==> config.mk <==
export PLATFORM = sky130hd
export DESIGN_NAME = uart1_rx_flat
export DESIGN_NICKNAME = d
export VERILOG_FILES = /design/src/rtl/uart1_rx_pkg.sv /design/src/rtl/uart1_rx_if.sv /design/src/rtl/uart1_rx_sync2.sv /design/src/rtl/uart1_rx.sv /design/src/flat_wrapper.sv
export SDC_FILE = /design/constraint.sdc
export NUM_CORES = 1
export LEC_CHECK = 0
export CELL_PAD_IN_SITES_DETAIL_PLACEMENT = 0
export CELL_PAD_IN_SITES_GLOBAL_PLACEMENT = 2
export CORE_ASPECT_RATIO = 1.2
export CORE_MARGIN = 3
export CORE_UTILIZATION = 37
export CTS_BUF_LIST = sky130_fd_sc_hd__clkbuf_16
export DETAILED_ROUTE_END_ITERATION = 7
export GPL_TIMING_DRIVEN = 0
export PLACE_DENSITY_LB_ADDON = 0.1
export SLEW_MARGIN = 25
export SYNTH_ARGS = -nofsm -noshare
export SYNTH_HDL_FRONTEND = slang
export SYNTH_SLANG_ARGS = --single-unit
==> constraint.sdc <==
create_clock -name clk -period 1.85 [get_ports clk]
set_clock_uncertainty 0.1 [all_clocks]
set_input_delay 0.37 -clock clk [delete_from_list [all_inputs] [get_ports clk]]
set_output_delay 0.37 -clock clk [all_outputs]
set_load 0.02 [all_outputs]
==> src/rtl/uart1_rx_pkg.sv <==
// Shared definitions for the uart1_rx receiver: frame geometry and FSM states.
package uart1_rx_pkg;

    localparam int DATA_BITS = 8;
    localparam int IDX_BITS  = $clog2(DATA_BITS);

    typedef enum logic [1:0] {
        IDLE,
        START,
        DATA,
        STOP
    } rx_state_t;

endpackage

==> src/rtl/uart1_rx_if.sv <==
// Serial line plus byte/interrupt status of the uart1_rx receiver.
interface uart1_rx_if;
    import uart1_rx_pkg::*;

    logic                 rx;
    logic                 interrupt_clear;
    logic [DATA_BITS-1:0] data;
    logic                 interrupt;

    // The receiver is the slave; whoever drives the line and services the interrupt is the master.
    modport master (
        output rx,
        output interrupt_clear,
        input  data,
        input  interrupt
    );

    modport slave (
        input  rx,
        input  interrupt_clear,
        output data,
        output interrupt
    );

endinterface

==> src/rtl/uart1_rx_sync2.sv <==
// Two-flop synchronizer for the asynchronous rx line; resets to the idle level (1).
module uart1_rx_sync2 (
    input  logic clk,
    input  logic nreset,
    input  logic d,
    output logic q
);

    logic meta;

    always_ff @(posedge clk or negedge nreset) begin
        if (!nreset) begin
            meta <= 1'b1;
            q    <= 1'b1;
        end else begin
            meta <= d;
            q    <= meta;
        end
    end

endmodule

==> src/rtl/uart1_rx.sv <==
// 8N1 UART receiver: start bit checked at mid-bit, data and stop bits sampled one bit period later.
module uart1_rx
    import uart1_rx_pkg::*;
#(
    parameter int CLOCK_DIV          = 8,
    parameter int CLOCK_COUNTER_BITS = 4
) (
    input  logic       clk,
    input  logic       nreset,
    uart1_rx_if.slave  bus
);

    localparam logic [CLOCK_COUNTER_BITS-1:0] HALF_LAST = CLOCK_COUNTER_BITS'(CLOCK_DIV / 2 - 1);
    localparam logic [CLOCK_COUNTER_BITS-1:0] FULL_LAST = CLOCK_COUNTER_BITS'(CLOCK_DIV - 1);
    localparam logic [IDX_BITS-1:0]           IDX_LAST  = IDX_BITS'(DATA_BITS - 1);

    rx_state_t                     state;
    logic [CLOCK_COUNTER_BITS-1:0] cnt;
    logic [IDX_BITS-1:0]           idx;
    logic [DATA_BITS-1:0]          shift;
    logic [DATA_BITS-1:0]          data_q;
    logic                          interrupt_q;
    logic                          rx_s;

    uart1_rx_sync2 u_sync (
        .clk    (clk),
        .nreset (nreset),
        .d      (bus.rx),
        .q      (rx_s)
    );

    // The clear is applied first so that a set later in the same cycle overrides it.
    always_ff @(posedge clk or negedge nreset) begin
        if (!nreset) begin
            state       <= IDLE;
            cnt         <= '0;
            idx         <= '0;
            shift       <= '0;
            data_q      <= '0;
            interrupt_q <= 1'b0;
        end else begin
            if (bus.interrupt_clear) begin
                interrupt_q <= 1'b0;
            end

            case (state)
                IDLE: begin
                    cnt <= '0;
                    idx <= '0;
                    if (!rx_s) begin
                        state <= START;
                    end
                end

                START: begin
                    if (cnt == HALF_LAST) begin
                        cnt   <= '0;
                        state <= rx_s ? IDLE : DATA;
                    end else begin
                        cnt <= cnt + 1'b1;
                    end
                end

                DATA: begin
                    if (cnt == FULL_LAST) begin
                        cnt   <= '0;
                        shift <= {rx_s, shift[DATA_BITS-1:1]};
                        if (idx == IDX_LAST) begin
                            idx   <= '0;
                            state <= STOP;
                        end else begin
                            idx <= idx + 1'b1;
                        end
                    end else begin
                        cnt <= cnt + 1'b1;
                    end
                end

                STOP: begin
                    // Leaving at mid-stop-bit lets a back-to-back start edge be seen at once.
                    if (cnt == FULL_LAST) begin
                        cnt   <= '0;
                        state <= IDLE;
                        if (rx_s) begin
                            data_q      <= shift;
                            interrupt_q <= 1'b1;
                        end
                    end else begin
                        cnt <= cnt + 1'b1;
                    end
                end

                default: begin
                    cnt   <= '0;
                    idx   <= '0;
                    state <= IDLE;
                end
            endcase
        end
    end

    assign bus.data      = data_q;
    assign bus.interrupt = interrupt_q;

endmodule

==> src/flat_wrapper.sv <==
// flat-port wrapper written by rule: the top's interface ports become plain ports
module uart1_rx_flat import uart1_rx_pkg::*;
#(
    parameter int CLOCK_DIV          = 8,
    parameter int CLOCK_COUNTER_BITS = 4
)
  (clk, nreset, bus_rx, bus_interrupt_clear, bus_data, bus_interrupt);
  uart1_rx_if bus_i ();
  input  logic clk;
  input  logic nreset;
  input wire logic [$bits(bus_i.rx)-1:0] bus_rx;
  input wire logic [$bits(bus_i.interrupt_clear)-1:0] bus_interrupt_clear;
  output wire logic [$bits(bus_i.data)-1:0] bus_data;
  output wire logic [$bits(bus_i.interrupt)-1:0] bus_interrupt;
  assign bus_i.rx = bus_rx;
  assign bus_i.interrupt_clear = bus_interrupt_clear;
  assign bus_data = bus_i.data;
  assign bus_interrupt = bus_i.interrupt;
  uart1_rx #(.CLOCK_DIV(CLOCK_DIV), .CLOCK_COUNTER_BITS(CLOCK_COUNTER_BITS)) u_core (.clk(clk), .nreset(nreset), .bus(bus_i));
endmodule
==> results.json <==
{
  "status": "finished clean",
  "timing.final.crit_share_pct": 91.4,
  "hold_violations": 0,
  "pwr-share-comb_pct": 29.5,
  "worstSkewPairLatency_ps": 260,
  "grt_pass1_vias": 763,
  "hpwl_mm": 1.37,
  "p_total_mw": 1.82,
  "path_delay_family": "flip-flops",
  "worstPathCellList": "ha_2 > nand3b_4 > nor3_4 > buf_12 > mux2_2",
  "h-tree-depth": 1,
  "die_y_um": 68.3,
  "wl_mm": 1.96,
  "numCtsBuffers": 3,
  "syn-num-nets": 96,
  "synth-seq-area-share_pct": 58.7,
  "rows": 22,
  "multi_input_area_um2": 460,
  "ir_drop_mv": 0.502,
  "grt_pass1_wl_mm": 3.50,
  "critPathSlowestCell": "dfrtp_1",
  "cts.clk_slew.worst_paths_ps": 60,
  "final_common_cell": "dfrtp_1",
  "syn_inst": 89,
  "min_path_type": "in2async",
  "gr-total-overflow": 0,
  "vias_per_cell": 5.11,
  "die_width_um": 57.9,
  "gp_congestion": 0.652,
  "cts_num_sinks": 28,
  "route.detailed.drc": 0,
  "required_ps": 1890,
  "setup.worst_path.start_class": "register",
  "worst_ep_arrival_time_ps": 1740,
  "syn_to_final_growth_pct": 22.3,
  "synth_warnings": 0,
  "p_sw_share_pct": 30.8,
  "clk_path_buf_depth": 2,
  "p_int_mw": 1.26,
  "n_fill_cell": 301,
  "worst_pin_slew_ps": 619,
  "grtUsageTotal_pct": 11.7,
  "regToRegStartpoint": "u_core.cnt[0]",
  "rsz0062_at_grt": "no",
  "endpoint_kind": "register",
  "nNetsFinal": 114,
  "cp_max_fo": 9,
  "worst-path-buf-inv": 1,
  "max-cap-violations": 0,
  "synth.avg_cell_area_um2": 13.5,
  "vias": 726,
  "fmax_mhz": 591,
  "io_buffers": 12,
  "cts_tree": "done",
  "final_cell_mix": "26 x dfrtp_1, 16 x mux2_2, 11 x clkdlybuf4s50_1",
  "wl_per_cell_um": 13.8,
  "setup_viol": 0,
  "synth_cell_types": 27,
  "mappedNetlistArea_mm2": 0.00120,
  "drive_gt1_share_pct": 29.2,
  "power_frac_seq_pct": 44.1,
  "period_needed_ps": 1690,
  "p_clk_share_pct": 26.5,
  "coreArea_mm2": 0.00308,
  "relSlewSlack_pct": 58.8,
  "crit_path_max_incr_delay_ps": 390,
  "antenna_found_initial": 0,
  "start_util_pct": 38.8,
  "switching_power_uw": 562,
  "powerDensity_mw_per_mm2": 1250,
  "critPathKind": "reg2reg",
  "tns_ps": 0,
  "leakage_nw": 0.678,
  "ff_latch_area_um2": 703,
  "clock-root-buffer": "clkbuf_16",
  "io_pins": 13,
  "postRouteAntennaNets": 0,
  "startpoint": "u_core.cnt[0]",
  "holdBufCountCts": 0,
  "drt-initial-drc-count": 16,
  "grt_max_degree": 29,
  "ys_ff_latch": 28,
  "num_antenna_cells": 0,
  "slew_viol_final": 0,
  "first_pass_iters": 3,
  "dieArea_mm2": 0.00396
}
power groups by stage:
stage | registers, mW | clock network, mW | logic [mW]
finish | 0.803 | 0.482 | 0.537
detailed placement | 0.813 | 0 | 0.533
global route | 0.817 | 0.529 | 0.615
floorplan | 0.806 | 0 | 0.406
global placement | 0.812 | 0 | 0.532
CTS | 0.804 | 0.503 | 0.545
area by class of cell:
type                       instances  share of cell area [%]
multi-input combinational         53                    31.5
sequential                        28                    48.0
inverter                           5                    1.28
tap                               36                    3.08
clock buffer                       3                    5.13
timing repair buffer              13                    9.23
clock inverter                     1                   0.256
buffer                             3                    1.54
timing repair:
item / CTS / global route
endpoints found under the setup margin: 16 / 16
buffers inserted: 1 / 0
gates resized for setup: 1 / 1
stage by stage:
| stage | worst slack, ps | util [%] | std cells | instance area [um^2] | hold slack [ps] |
|---|---|---|---|---|---|
| final | 159 | 47.5 | 142 | 1460 | 21.5 |
| after global routing | 52.5 | 47.5 | 142 | 1460 | 72.6 |
| after CTS | 72.1 | 47.4 | 142 | 1460 | 46.7 |
| after detailed placement | -37.4 | 44.0 | 137 | 1360 | 249 |
| after global placement | -141 | 44.2 | 137 | 1360 | 247 |
| after floorplan | 198 | - | 89 | 1200 | -25.6 |
synthesized netlist by cell type:
cell / instances / area share, %
nor3_4: 1 / 1.4
nand2_1: 2 / 0.63
a211oi_1: 2 / 1.3
nor2_1: 4 / 1.3
dfrtp_1: 26 / 54
inv_1: 5 / 1.6
and3_1: 1 / 0.52
o21ai_0: 3 / 1.3
nand3_1: 2 / 0.84
a32oi_1: 1 / 0.73
and4bb_2: 1 / 1.0
nor2_2: 1 / 0.52
buf_4: 3 / 1.9
o2bb2ai_1: 1 / 0.73
a22oi_1: 1 / 0.63
nor2b_1: 2 / 1.0
o21a_1: 2 / 1.3
a31oi_1: 2 / 1.0
a21oi_1: 2 / 0.84
a41oi_1: 1 / 0.73
nand3b_4: 1 / 1.7
xnor2_1: 1 / 0.73
nand4_1: 1 / 0.52
dfstp_2: 2 / 4.4
mux2_2: 16 / 15
o22ai_1: 2 / 1.0
ha_1: 3 / 3.1
worst paths after layout:
check / endpoint / slack (ps) / cells past startpoint
worst max-delay path: u_core.shift[6] / 160 / 5
worst min-delay path: u_core.idx[1] / 20 / 1
worst max register to register: u_core.shift[6] / 160 / 5
worst min register to register: u_core.u_sync.q / 260 / 0
max in group asynchronous: u_core.idx[0] / 1220 / 1
min in group clk: u_core.u_sync.q / 260 / 0
logic make-up (layout without fill, tap and decap cells):
logic type / count (synthesis) / in the layout / share of synthesized area (%)
muxes: 16 / 16 / 15.0
buffers and inverters: 8 / 25 / 3.45
AOI/OAI and AO/OA: 17 / 17 / 9.51
and+or+nand+nor: 16 / 16 / 9.41
DFF: 28 / 28 / 58.7
adders and majority gates: 3 / 3 / 3.14
xor gates and xnor gates: 1 / 1 / 0.732
flip-flops by register name, indices dropped and copies added (netlist names), named ones only:
signal / cells
u_core.u_sync.q: 1
u_core.cnt: 4
u_core.bus.data: 8
u_core.u_sync.meta: 1
u_core.shift: 8
u_core.bus.interrupt: 1
u_core.state: 1
u_core.idx: 3
routing by layer:
layer / share of wire (%) / GRT usage (%)
met1: 48 / 14.6
met2: 49 / 19.5
met3: 2.3 / 2.26
met4: 0.82 / 5.22
met5: 0 / 0
Power figures use the tool's default switching activity.
